==> config.mk <==
export PLATFORM = sky130hd
export DESIGN_NAME = bus_one_dma_master_2_one_memory_slave
export DESIGN_NICKNAME = d
export VERILOG_FILES = /design/src/rtl/bus_one_dma_master_2_one_memory_slave.sv
export SDC_FILE = /design/constraint.sdc
export NUM_CORES = 1
export LEC_CHECK = 0
export ABC_AREA = 1
export ABC_CLOCK_PERIOD_IN_PS = 3590
export BUFFER_PORTS_ARGS = -buffer_cell sky130_fd_sc_hd__buf_4
export CAP_MARGIN = 15
export CORE_MARGIN = 4
export CORE_UTILIZATION = 38
export CTS_BUF_LIST = sky130_fd_sc_hd__clkbuf_4
export CTS_CLUSTER_DIAMETER = 80
export DETAILED_ROUTE_END_ITERATION = 8
export SETUP_SLACK_MARGIN = 0.2
export SYNTH_ARGS = -nofsm -noshare
export SYNTH_HDL_FRONTEND = slang
export SYNTH_SLANG_ARGS = --single-unit
==> constraint.sdc <==
create_clock -name cpu_clk -period 3.59 [get_ports cpu_clk]
set_input_delay 0.1795 -clock cpu_clk [delete_from_list [all_inputs] [get_ports cpu_clk]]
set_output_delay 0.1795 -clock cpu_clk [all_outputs]
set_load 0.02 [all_outputs]
==> src/rtl/bus_one_dma_master_2_one_memory_slave.sv <==
// DMA master plus word-addressed memory slave joined by an internal AXI-style
// bus. Page-fault requests burst-read memory into the line buffer; write-back
// requests burst-write the line buffer out to memory. One transfer at a time.
//
// Handshake rule on every bus channel (AR, R, AW, W, B): a beat transfers on
// the rising edge where valid and ready are both 1. A source holds valid and
// its payload stable until that edge. Valid never depends on ready.
module bus_one_dma_master_2_one_memory_slave #(
  parameter int ADDR_WIDTH           = 32,
  parameter int READ_CHANNEL_WIDTH   = 32,
  parameter int READ_BURST_LEN       = 8,
  parameter int WRITE_CHANNEL_WIDTH  = 32,
  parameter int WRITE_BURST_LEN      = 8,
  parameter int ASYNCFIFO_ADDR_WIDTH = 3,
  parameter int MEM_WORDS            = 64
) (
  input  logic                       cpu_clk,
  input  logic                       cpu_rst_n,
  input  logic                       dma_page_fault_happen,
  output logic                       dma_page_fault_done,
  input  logic [ADDR_WIDTH-1:0]      dma_page_fault_addr,
  input  logic [READ_BURST_LEN-1:0]  dma_page_fault_burst_len,
  input  logic                       dma_write_back_happen,
  output logic                       dma_write_back_done,
  input  logic [ADDR_WIDTH-1:0]      dma_write_back_addr,
  input  logic [WRITE_BURST_LEN-1:0] dma_write_back_burst_len
);

  localparam int LB_DEPTH = 1 << ASYNCFIFO_ADDR_WIDTH;
  localparam int MEM_AW   = $clog2(MEM_WORDS);
  localparam int LEN_W    = (READ_BURST_LEN > WRITE_BURST_LEN) ? READ_BURST_LEN : WRITE_BURST_LEN;
  // Both data channels are fixed at 32 bits, so one data width serves both.
  localparam int DATA_W   = READ_CHANNEL_WIDTH;

  typedef enum logic [2:0] {
    IDLE  = 3'd0,
    WB_AW = 3'd1,
    WB_W  = 3'd2,
    WB_B  = 3'd3,
    PF_AR = 3'd4,
    PF_R  = 3'd5,
    DONE  = 3'd6
  } dma_state_t;

  typedef enum logic [2:0] {
    S_IDLE = 3'd0,
    S_W    = 3'd1,
    S_WEND = 3'd2,
    S_B    = 3'd3,
    S_R    = 3'd4
  } slv_state_t;

  // ---------------- internal bus ----------------
  logic                  aw_valid, aw_ready;
  logic [ADDR_WIDTH-1:0] aw_addr;
  logic [LEN_W-1:0]      aw_len;
  logic                  w_valid, w_ready, w_last;
  logic [DATA_W-1:0]     w_data;
  logic                  b_valid, b_ready;
  logic                  ar_valid, ar_ready;
  logic [ADDR_WIDTH-1:0] ar_addr;
  logic [LEN_W-1:0]      ar_len;
  logic                  r_valid, r_ready, r_last;
  logic [DATA_W-1:0]     r_data;

  // ---------------- DMA master ----------------
  dma_state_t                      state, state_nxt;
  logic                            is_wb;
  logic [ADDR_WIDTH-1:0]           req_addr;
  logic [LEN_W-1:0]                req_len;
  logic [LEN_W-1:0]                beat_cnt;
  logic                            wb_armed, pf_armed;
  logic [DATA_W-1:0]               line_buf [LB_DEPTH];
  logic [ASYNCFIFO_ADDR_WIDTH-1:0] lb_idx;
  logic                            wb_go, pf_go;

  // Write-back has priority when both requests are pending together.
  assign wb_go  = (state == IDLE) && dma_write_back_happen && wb_armed;
  assign pf_go  = (state == IDLE) && dma_page_fault_happen && pf_armed && !wb_go;
  assign lb_idx = beat_cnt[ASYNCFIFO_ADDR_WIDTH-1:0];

  assign aw_addr = req_addr;
  assign aw_len  = req_len;
  assign ar_addr = req_addr;
  assign ar_len  = req_len;
  assign b_ready = 1'b1;

  assign dma_write_back_done = (state == DONE) && is_wb;
  assign dma_page_fault_done = (state == DONE) && !is_wb;

  // Master state register.
  always_ff @(posedge cpu_clk or negedge cpu_rst_n) begin
    if (!cpu_rst_n) state <= IDLE;
    else            state <= state_nxt;
  end

  // Master next-state and bus-side outputs.
  always_comb begin
    state_nxt = state;
    aw_valid  = 1'b0;
    w_valid   = 1'b0;
    w_last    = 1'b0;
    ar_valid  = 1'b0;
    r_ready   = 1'b0;
    w_data    = line_buf[lb_idx];
    case (state)
      IDLE: begin
        if (wb_go)      state_nxt = WB_AW;
        else if (pf_go) state_nxt = PF_AR;
      end
      WB_AW: begin
        aw_valid = 1'b1;
        if (aw_ready) state_nxt = WB_W;
      end
      WB_W: begin
        w_valid = 1'b1;
        w_last  = (beat_cnt == req_len);
        if (w_ready && w_last) state_nxt = WB_B;
      end
      WB_B: begin
        if (b_valid) state_nxt = DONE;
      end
      PF_AR: begin
        ar_valid = 1'b1;
        if (ar_ready) state_nxt = PF_R;
      end
      PF_R: begin
        r_ready = 1'b1;
        if (r_valid && r_last) state_nxt = DONE;
      end
      DONE:    state_nxt = IDLE;
      default: state_nxt = IDLE;
    endcase
  end

  // Request latching, beat counting and line-buffer fill.
  always_ff @(posedge cpu_clk or negedge cpu_rst_n) begin
    if (!cpu_rst_n) begin
      is_wb    <= 1'b0;
      req_addr <= '0;
      req_len  <= '0;
      beat_cnt <= '0;
      for (int i = 0; i < LB_DEPTH; i++) line_buf[i] <= '0;
    end else begin
      if (state == IDLE) begin
        beat_cnt <= '0;
        if (wb_go) begin
          is_wb    <= 1'b1;
          req_addr <= dma_write_back_addr;
          req_len  <= LEN_W'(dma_write_back_burst_len);
        end else if (pf_go) begin
          is_wb    <= 1'b0;
          req_addr <= dma_page_fault_addr;
          req_len  <= LEN_W'(dma_page_fault_burst_len);
        end
      end
      if (w_valid && w_ready) beat_cnt <= beat_cnt + 1'b1;
      if (r_valid && r_ready) begin
        line_buf[lb_idx] <= r_data;
        beat_cnt         <= beat_cnt + 1'b1;
      end
    end
  end

  // Armed flags: re-arm only after the request level is seen low, so a held
  // level is served once.
  always_ff @(posedge cpu_clk or negedge cpu_rst_n) begin
    if (!cpu_rst_n) begin
      wb_armed <= 1'b0;
      pf_armed <= 1'b0;
    end else begin
      if (!dma_write_back_happen) wb_armed <= 1'b1;
      else if (wb_go)             wb_armed <= 1'b0;
      if (!dma_page_fault_happen) pf_armed <= 1'b1;
      else if (pf_go)             pf_armed <= 1'b0;
    end
  end

  // ---------------- memory slave ----------------
  slv_state_t        s_state, s_state_nxt;
  logic [MEM_AW-1:0] s_addr;
  logic [LEN_W-1:0]  s_len;
  logic [LEN_W-1:0]  s_cnt;
  logic [DATA_W-1:0] mem [MEM_WORDS];
  logic              s_last;

  // The slave tracks its own beat count from the latched length.
  assign s_last   = (s_cnt == s_len);
  assign aw_ready = (s_state == S_IDLE);
  assign ar_ready = (s_state == S_IDLE) && !aw_valid;
  assign w_ready  = (s_state == S_W);
  assign b_valid  = (s_state == S_B);
  assign r_valid  = (s_state == S_R);
  assign r_last   = (s_state == S_R) && s_last;
  assign r_data   = mem[s_addr];

  // Slave state register.
  always_ff @(posedge cpu_clk or negedge cpu_rst_n) begin
    if (!cpu_rst_n) s_state <= S_IDLE;
    else            s_state <= s_state_nxt;
  end

  // Slave next state. S_WEND is the one-cycle gap between the last write
  // beat and the write response.
  always_comb begin
    s_state_nxt = s_state;
    case (s_state)
      S_IDLE: begin
        if (aw_valid)      s_state_nxt = S_W;
        else if (ar_valid) s_state_nxt = S_R;
      end
      S_W:     if (w_valid && s_last) s_state_nxt = S_WEND;
      S_WEND:  s_state_nxt = S_B;
      S_B:     if (b_ready) s_state_nxt = S_IDLE;
      S_R:     if (r_ready && s_last) s_state_nxt = S_IDLE;
      default: s_state_nxt = S_IDLE;
    endcase
  end

  // Slave address/count tracking and memory writes. The word index is a
  // MEM_AW-bit counter, so bursts wrap modulo MEM_WORDS for free.
  always_ff @(posedge cpu_clk or negedge cpu_rst_n) begin
    if (!cpu_rst_n) begin
      s_addr <= '0;
      s_len  <= '0;
      s_cnt  <= '0;
      for (int i = 0; i < MEM_WORDS; i++) mem[i] <= DATA_W'(i);
    end else begin
      case (s_state)
        S_IDLE: begin
          s_cnt <= '0;
          if (aw_valid) begin
            s_addr <= aw_addr[MEM_AW+1:2];
            s_len  <= aw_len;
          end else if (ar_valid) begin
            s_addr <= ar_addr[MEM_AW+1:2];
            s_len  <= ar_len;
          end
        end
        S_W: begin
          if (w_valid) begin
            mem[s_addr] <= w_data;
            s_addr      <= s_addr + 1'b1;
            s_cnt       <= s_cnt + 1'b1;
          end
        end
        S_R: begin
          if (r_ready) begin
            s_addr <= s_addr + 1'b1;
            s_cnt  <= s_cnt + 1'b1;
          end
        end
        default: ;
      endcase
    end
  end

  // Byte-offset and out-of-range address bits and WLAST are not needed by
  // the slave; fold them into one sink.
  logic unused_bus_bits;
  assign unused_bus_bits = ^{aw_addr[ADDR_WIDTH-1:MEM_AW+2], aw_addr[1:0],
                             ar_addr[ADDR_WIDTH-1:MEM_AW+2], ar_addr[1:0], w_last};

endmodule

# == Word level (Yosys, flattened, before mapping) ==
# Cells that the tools add are included.
# classes
addsub,2
n_reduce_logical,29
n_eq_ne,25
n_mux,32
# ops
operator,count
8-bit 2-to-1 mux,9
3-bit 2-to-1 mux,11
8-bit one-hot mux with 3 select lines,1
3-bit one-hot mux with 6 select lines,1
"8-bit by 1-bit adder with 8-bit output, second input constant",2
8-bit equality test,2
1-bit logical AND,15
"3-bit by 2-bit equality test with 1-bit output, second input constant",4
"3-bit equality test, second input constant",4
"2-bit inequality test, second input constant",6
3-bit one-hot mux with 4 select lines,1
"2-bit by 1-bit inequality test with 1-bit output, second input constant",5
1-bit 2-to-1 mux,9
"3-bit by 1-bit equality test with 1-bit output, second input constant",2
3-bit logical NOT,2
3-bit AND reduction,2
6-bit AND reduction,1
3-bit nonzero test,2
2-bit AND reduction,2
2-bit nonzero test,2
1-bit logical NOT,3
"3-bit by 2-bit inequality test with 1-bit output, second input constant",1
"3-bit inequality test, second input constant",1
# word_totals
word_cells,97
register_bits,41
out_inout_bits,2
in_bits,84

# == Logic depth before layout (Yosys ltp) ==
# Gate-level depths: netlist of the first run.
# depth
word_depth,8
mapped_depth,10

# == Worst setup path after synthesis of the first run ==
# Ideal clock, no wire load.
# synth_path
kind,reg-to-output
from,register state[1]
to,output dma_write_back_done
path_buffers,0
arrival_time_ns,1.211
required_time_ns,3.411
setup_slack_ns,2.200
path_stages_with_launch,3
path_cell_list,dfrtp_1 > inv_1 > nor4_1
# synth_via
elab_chain_cells,2
# synth_rtl
element,line,source
"start, declared",67,"dma_state_t state, state_nxt;"
"start signal, assigned",94,else state <= state_nxt;
3-bit equality test,88,assign dma_write_back_done = (state == DONE) && is_wb;
1-bit logical AND,88,
"end, declared",24,"output logic dma_write_back_done,"
# No other way between the ends.

# == Worst setup path after layout of the first run ==
# layout_path
from,register state[1]
to,register req_len[3] (netlist: ar_len[3])
# layout_via
elab_chain_cells,7
# layout_rtl
element,line,source
3-bit logical NOT (*),"78, 79, 145",
1-bit logical AND (2 in series),78,assign wb_go = (state == IDLE) && dma_write_back_happen && wb_armed;
1-bit logical NOT,79,assign pf_go = (state == IDLE) && dma_page_fault_happen && pf_armed && !wb_go;
1-bit logical AND,79,
2-bit nonzero test (no line),-,
2-bit AND reduction (no line),-,
"end signal, assigned",150,req_len <= LEN_W'(dma_write_back_burst_len);
"end signal, assigned",154,req_len <= LEN_W'(dma_page_fault_burst_len);
"end, declared",70,logic [LEN_W-1:0] req_len;
# Mark *: on every way between the ends. The rest lies on a longest branch, timed or not.
# A chain may end at the register's enable or synchronous reset.

==> flow_summary.json, run 1 <==
{
  "power_frac_comb": 0.439,
  "worst-r2r-setup-slack_ns": 1.52,
  "die_area_um2": 7259,
  "path_cells": "nor2_1 > nand2_1 > nor2_1 > buf_4 > clkinv_1 > a21oi_1 > a22oi_1",
  "criticalPathCategory": "flop to flop",
  "switching_share": 0.4297,
  "postCtsResizedCells": 0,
  "core_um2": 5642,
  "synth_top_area_share": 0.4530,
  "tightest_slew_ns": 0.5466,
  "path_delay_family": "simple AND/OR/NAND/NOR gates",
  "slew_headroom": 0.6347,
  "num_vias": 1902,
  "hold_path.class": "input pin to flop",
  "rsz0062_at_grt": "false",
  "wl_met1_mm": 2.344,
  "placed_area_um2": 2497,
  "hold_viol_final": 0,
  "numCtsBuffers": 5,
  "worstPathMaxFanout": 12,
  "area_growth_pct": 15.08,
  "synth_area_um2": 2265,
  "wirelength_mm": 4.754,
  "crit_slowest_cell": "dfrtp_1",
  "dr.pass1.iters": 4,
  "highest_layer": "met4",
  "place_congestion": 0.8556,
  "routed_via_density": 4.877,
  "grt_max_degree": 42,
  "n_fill_cell": 571,
  "power_mw": 1.835,
  "grt_pass1_vias": 1832,
  "power_leakage_nw": 1.250,
  "syn_inst": 289,
  "cpMostUsedCell": "nor2_1",
  "clock-sinks": 41,
  "drive_gt1_frac": 0.1415,
  "fmax_mhz": 483.6,
  "clockRootBuffer": "clkbuf_4",
  "status": "finished clean",
  "slew_violations": 0,
  "p_clk_frac": 0.167,
  "final-setup-viol-count": 0,
  "maxCapViolCount": 0,
  "pwr-share-seq": 0.395,
  "cts_buffer_depth": 2,
  "start_kind": "flop",
  "crit_path_end_kind": "flop",
  "ys_ff_latch": 41,
  "grt_use_total": 0.1441,
  "gr-total-overflow": 0,
  "synth_flop_cell": "dfrtp_1",
  "antenna_cells": 0,
  "cts_tree": "yes",
  "synth_edf_count": 0,
  "arrival_ns": 2.30,
  "p_switching_mw": 0.7887,
  "worstSkewPairLatency_ns": 0.36,
  "synth_warnings": 0,
  "cp_data_required_time_ns": 3.82,
  "yosys-top-cells-count": "86 x nand2_1, 41 x dfrtp_1, 28 x inv_1",
  "tns_ns": 0,
  "p_per_area_nw_per_um2": 704.2,
  "std_cell_rows": 27,
  "synthArstFlopShare": 1.000,
  "fin_cells": 390,
  "yosysUniqueCellTypes": 31,
  "yosysMostFrequentCell": "nand2_1",
  "finalCritPeriodShare": 0.5760,
  "whs_ns": 0.06031,
  "die_h_um": 85.20,
  "met2_length_mm": 2.202,
  "postRouteAntennaNets": 0,
  "cts.clk_slew.worst_paths_ns": 0.13,
  "placed_cells": 379,
  "wl_met3_um": 147,
  "synth_nets": 375,
  "place_hpwl_mm": 3.517,
  "clock_skew_ns": 0.009896,
  "ir_worst_vdd_v": 0.0004042,
  "grt_pass1_wl_mm": 8.452,
  "h-tree-depth": 2,
  "die_width_um": 85.20,
  "critical-path-max-stage-delay_ns": 0.47,
  "fin_area_um2": 2606,
  "yosysTopAreaCell": "dfrtp_1",
  "synth_area_leaders": "dfrtp_1 45%, nand2_1 14%, inv_1 4.6%",
  "layout.nets": 403,
  "intPower_mw": 1.047,
  "pin_count": 86,
  "avgSynthCellArea_um2": 7.836,
  "start_util": 0.4014,
  "drtIter0Drc": 107,
  "cp.buffers_inverters": 2,
  "finalCriticalPeriod_ns": 2.068,
  "place.port_buffers": 21,
  "drc": 0,
  "yosysSeqAreaShare": 0.4530,
  "wl_per_cell_um": 12.19,
  "antenna_found_initial": 0
}
-- logic make-up after synthesis --
kind of cell / Yosys count / share of synthesized area
fa+ha+maj: 2 / 0.01105
xor+xnor: 15 / 0.05801
flops: 41 / 0.4530
simple gates: 140 / 0.2691
buf+inv: 38 / 0.06961
compound gates: 53 / 0.1392
-- per-stage QoR --
step,util,setup WS [ns]
6_report,0.4620,1.522
3_3_place_gp,0.4427,1.537
3_5_place_dp,0.4427,1.541
2_1_floorplan,-,2.200
5_1_grt,0.4620,1.402
4_1_cts,0.4620,1.514
-- sequential cells by signal, summed over array words and instances, names as in the netlist, 3 cells and up --
name / count
ar_len: 8
beat_cnt: 8
s_cnt: 8
s_len: 8
s_state: 3
state: 3
-- final timing paths --
kind	start	endpoint	cells past startpoint
min reg2reg	wb_armed	wb_armed	2
max reg2reg	state[1]	ar_len[3]	7
min	dma_write_back_burst_len[3]	ar_len[3]	3
max in group asynchronous	cpu_rst_n	beat_cnt[7]	2
min in group asynchronous	cpu_rst_n	s_cnt[6]	2
max	state[1]	ar_len[3]	7
-- metal layers --
| metal | global-route usage | vias to the layer above |
|---|---|---|
| met3 | 0.03204 | 7 |
| li1 | - | 999 |
| met4 | 0.03885 | 0 |
| met2 | 0.2380 | 24 |
| met5 | 0 | - |
| met1 | 0.1903 | 872 |
-- repair_timing --
item,CTS,global route
endpoints found under the hold margin,43,0
hold buffers,3,0
buffers inserted,0,0
-- power by group through the flow --
stage / combinational, mW / sequential (mW) / clock, mW
floorplan: 0.640 / 0.711 / 0
global placement: 0.795 / 0.733 / 0
detailed placement: 0.804 / 0.737 / 0
CTS: 0.817 / 0.726 / 0.315
global route: 0.934 / 0.746 / 0.333
finish: 0.805 / 0.725 / 0.306
-- placed cells by master (no fill, tap or decap), drive strengths merged --
cell,count
clkinv,2
clkbuf,5
clkinvlp,1
o21ai,22
nor2,25
dfrtp,41
inv,33
a31oi,2
nand2,88
nand3,16
ha,2
bufinv,1
o22ai,2
a22o,1
xnor2,11
a22oi,9
nand3b,1
nand4,4
a21oi,16
xor2,4
o31ai,1
nor3,4
dlygate4sd3,3
nor4,2
buf,22
-- worst min-delay path, cell delays in order --
cell	delay, ns
buf_4	0.10
nand2_1	0.05
a22oi_1	0.05
-- area by class of cell --
cell class,instances,area (um2),share of cell area
inverters,34,135.1,0.05185
flip-flops and latches,41,1026,0.3937
well taps,72,90.09,0.03457
clock inverters,3,41.29,0.01584
multi-input cells,210,1081,0.4148
repair buffers,25,195.2,0.07489
clock buffers,5,37.54,0.01440
No activity file was read; power rests on OpenSTA's default activity.
==> run 2, diff against run 1 <==
ABC_CLOCK_PERIOD_IN_PS = 2100   (was 3590)
clock period = 2.1 ns   (was 3.59 ns; I/O delays follow)
==> run 2 against run 1 <==
  * Global-route usage up 0.16 points
  * Combinational power up 75%
  * Hold slack worse by 0.024 ns
  * Die area unchanged
  * First-iteration DRC count unchanged
  * Worst setup slack worse by 1.1 ns
  * Sequential share of layout area down 1.5 points
  * Register-to-register slack worse by 1.1 ns
  * Cell area up 3.8%
  * Critical path type unchanged
  * Largest cell class unchanged
  * Largest power group unchanged
  * Highest routed layer unchanged
==> flow_summary.json, run 2 (synthesis results as in run 1) <==
{
  "cts.clk_slew.worst_paths_ns": 0.14,
  "grt_pass1_wl_mm": 8.562,
  "start_util": 0.4014,
  "grt_max_degree": 42,
  "finalCriticalPeriod_ns": 1.645,
  "crit_cells": 6,
  "numCtsBuffers": 5,
  "clock-sinks": 41,
  "pwr-share-seq": 0.388,
  "hold_depth": 3,
  "worstSkewPairLatency_ns": 0.36,
  "p_per_area_nw_per_um2": 1177,
  "maxCapViolCount": 0,
  "regToRegStartpoint": "state[1]",
  "final_common_cell": "nand2_1",
  "routed_via_density": 4.845,
  "p_switching_mw": 1.343,
  "wl_per_cell_um": 11.69,
  "critical-path-max-stage-delay_ns": 0.47,
  "fmax_mhz": 607.9,
  "drtIter0Drc": 107,
  "tightest_slew_ns": 0.5741,
  "seq_area_um2": 1026,
  "endpoint": "ar_len[3]",
  "slew_headroom": 0.6164,
  "cts_buffer_depth": 2,
  "gr-total-overflow": 0,
  "worstPathMaxFanout": 17,
  "clockRootBuffer": "clkbuf_4",
  "hold_start": "dma_page_fault_burst_len[5]",
  "p_clk_frac": 0.170,
  "num_vias": 1938,
  "power_mw": 3.186,
  "final-setup-viol-count": 0,
  "worst-r2r-setup-slack_ns": 0.45,
  "cp.buffers_inverters": 1,
  "die_area_um2": 7259,
  "grt_pass1_vias": 1904,
  "wirelength_mm": 4.676,
  "final_cell_mix": "86 x nand2_1, 41 x dfrtp_1, 28 x inv_1, 24 x buf_4, 20 x nor2_1",
  "power_frac_comb": 0.442,
  "crit_path_end_kind": "flop",
  "die_width_um": 85.20,
  "fin_cells": 400,
  "postRouteAntennaNets": 0,
  "pin_count": 86,
  "whs_ns": 0.03649,
  "r2r_end": "ar_len[3]",
  "place_hpwl_mm": 3.505,
  "area_growth_pct": 19.50,
  "crit_slowest_cell": "dfrtp_1",
  "hold_path.class": "input pin to flop",
  "place.port_buffers": 21,
  "cpMostUsedCell": "nand2_1",
  "cp_data_required_time_ns": 2.34,
  "finalCritPeriodShare": 0.7834,
  "place_congestion": 0.8596,
  "antenna_found_initial": 0,
  "slew_violations": 0,
  "path_delay_family": "simple AND/OR/NAND/NOR gates",
  "status": "finished clean",
  "h-tree-depth": 2,
  "std_cell_rows": 27,
  "switching_share": 0.4214,
  "n_fill_cell": 572,
  "criticalPathCategory": "flop to flop",
  "die_h_um": 85.20,
  "tns_ns": 0,
  "cts_tree": "yes",
  "clock_skew_ns": 0.01918,
  "ir_worst_vdd_v": 0.0006311,
  "placed_cells": 381,
  "start_kind": "flop",
  "drc": 0,
  "crit_start": "state[1]",
  "hold_viol_final": 0,
  "reg2regPathDepth": 6,
  "core_um2": 5642,
  "fin_util": 0.4797,
  "power_leakage_nw": 1.301,
  "path_cells": "nor2_1 > nand2_1 > inv_1 > nand2_1 > a21oi_1 > a22oi_1",
  "layout.nets": 413,
  "drive_gt1_frac": 0.1494,
  "dr.pass1.iters": 4,
  "multi_input_area_um2": 1081,
  "grt_use_total": 0.1457,
  "rsz0062_at_grt": "false",
  "intPower_mw": 1.844,
  "arrival_ns": 1.88,
  "antenna_cells": 0
}
-- run 2: power groups by stage --
stage / clock [mW] / combinational (mW) / sequential, mW
after floorplan: 0 / 1.09 / 1.22
after global placement: 0 / 1.39 / 1.25
after detailed placement: 0 / 1.40 / 1.26
after CTS: 0.550 / 1.42 / 1.24
after global routing: 0.579 / 1.64 / 1.28
final: 0.541 / 1.41 / 1.24
-- run 2: layout make-up --
class	count	share of cell area
inverters	34	0.04993
repair buffers	35	0.1073
clock inverters	2	0.01433
clock buffers	6	0.01664
multi-input cells	210	0.3994
well taps	72	0.03329
flip-flops and latches	41	0.3791
-- run 2: worst register-to-register path: cells and delay by family (launching register included) --
kind,cells,cell delay (ns)
AOI/OAI and AO/OA,2,0.37
buffers and inverters,1,0.08
DFF,1,0.47
and+or+nand+nor,3,0.61
-- run 2: worst min path at each step --
stage / to / slack, ns
final: ar_len[5] / 0.04
after global routing: ar_len[6] / 0.03
after CTS: ar_len[5] / 0.02
after detailed placement: s_len[5] / 0.13
after global placement: s_len[5] / 0.13
after floorplan: ar_len[0] / -0.19
-- run 2: metrics by stage --
step | instance area (um2) | setup slack, ns
2_1_floorplan | 2265 | 0.7150
3_3_place_gp | 2512 | 0.3975
3_5_place_dp | 2512 | 0.4003
4_1_cts | 2706 | 0.3892
5_1_grt | 2706 | 0.2091
6_report | 2706 | 0.4549
-- run 2: what timing repair did --
| action | CTS | global route |
|---|---|---|
| hold endpoints to repair | 51 | 0 |
| setup endpoints to repair | 0 | 2 |
| resized for setup | 0 | 1 |
| buffers inserted | 0 | 0 |
| hold buffers | 11 | 0 |
-- run 2: metal layers --
metal | vias to the layer above | GRT usage | wire, um
met3 | 8 | 0.02913 | 156
met1 | 874 | 0.1988 | 2299
met4 | 0 | 0.04460 | 63
met5 | - | 0 | 0
met2 | 33 | 0.2331 | 2157
li1 | 1023 | - | -
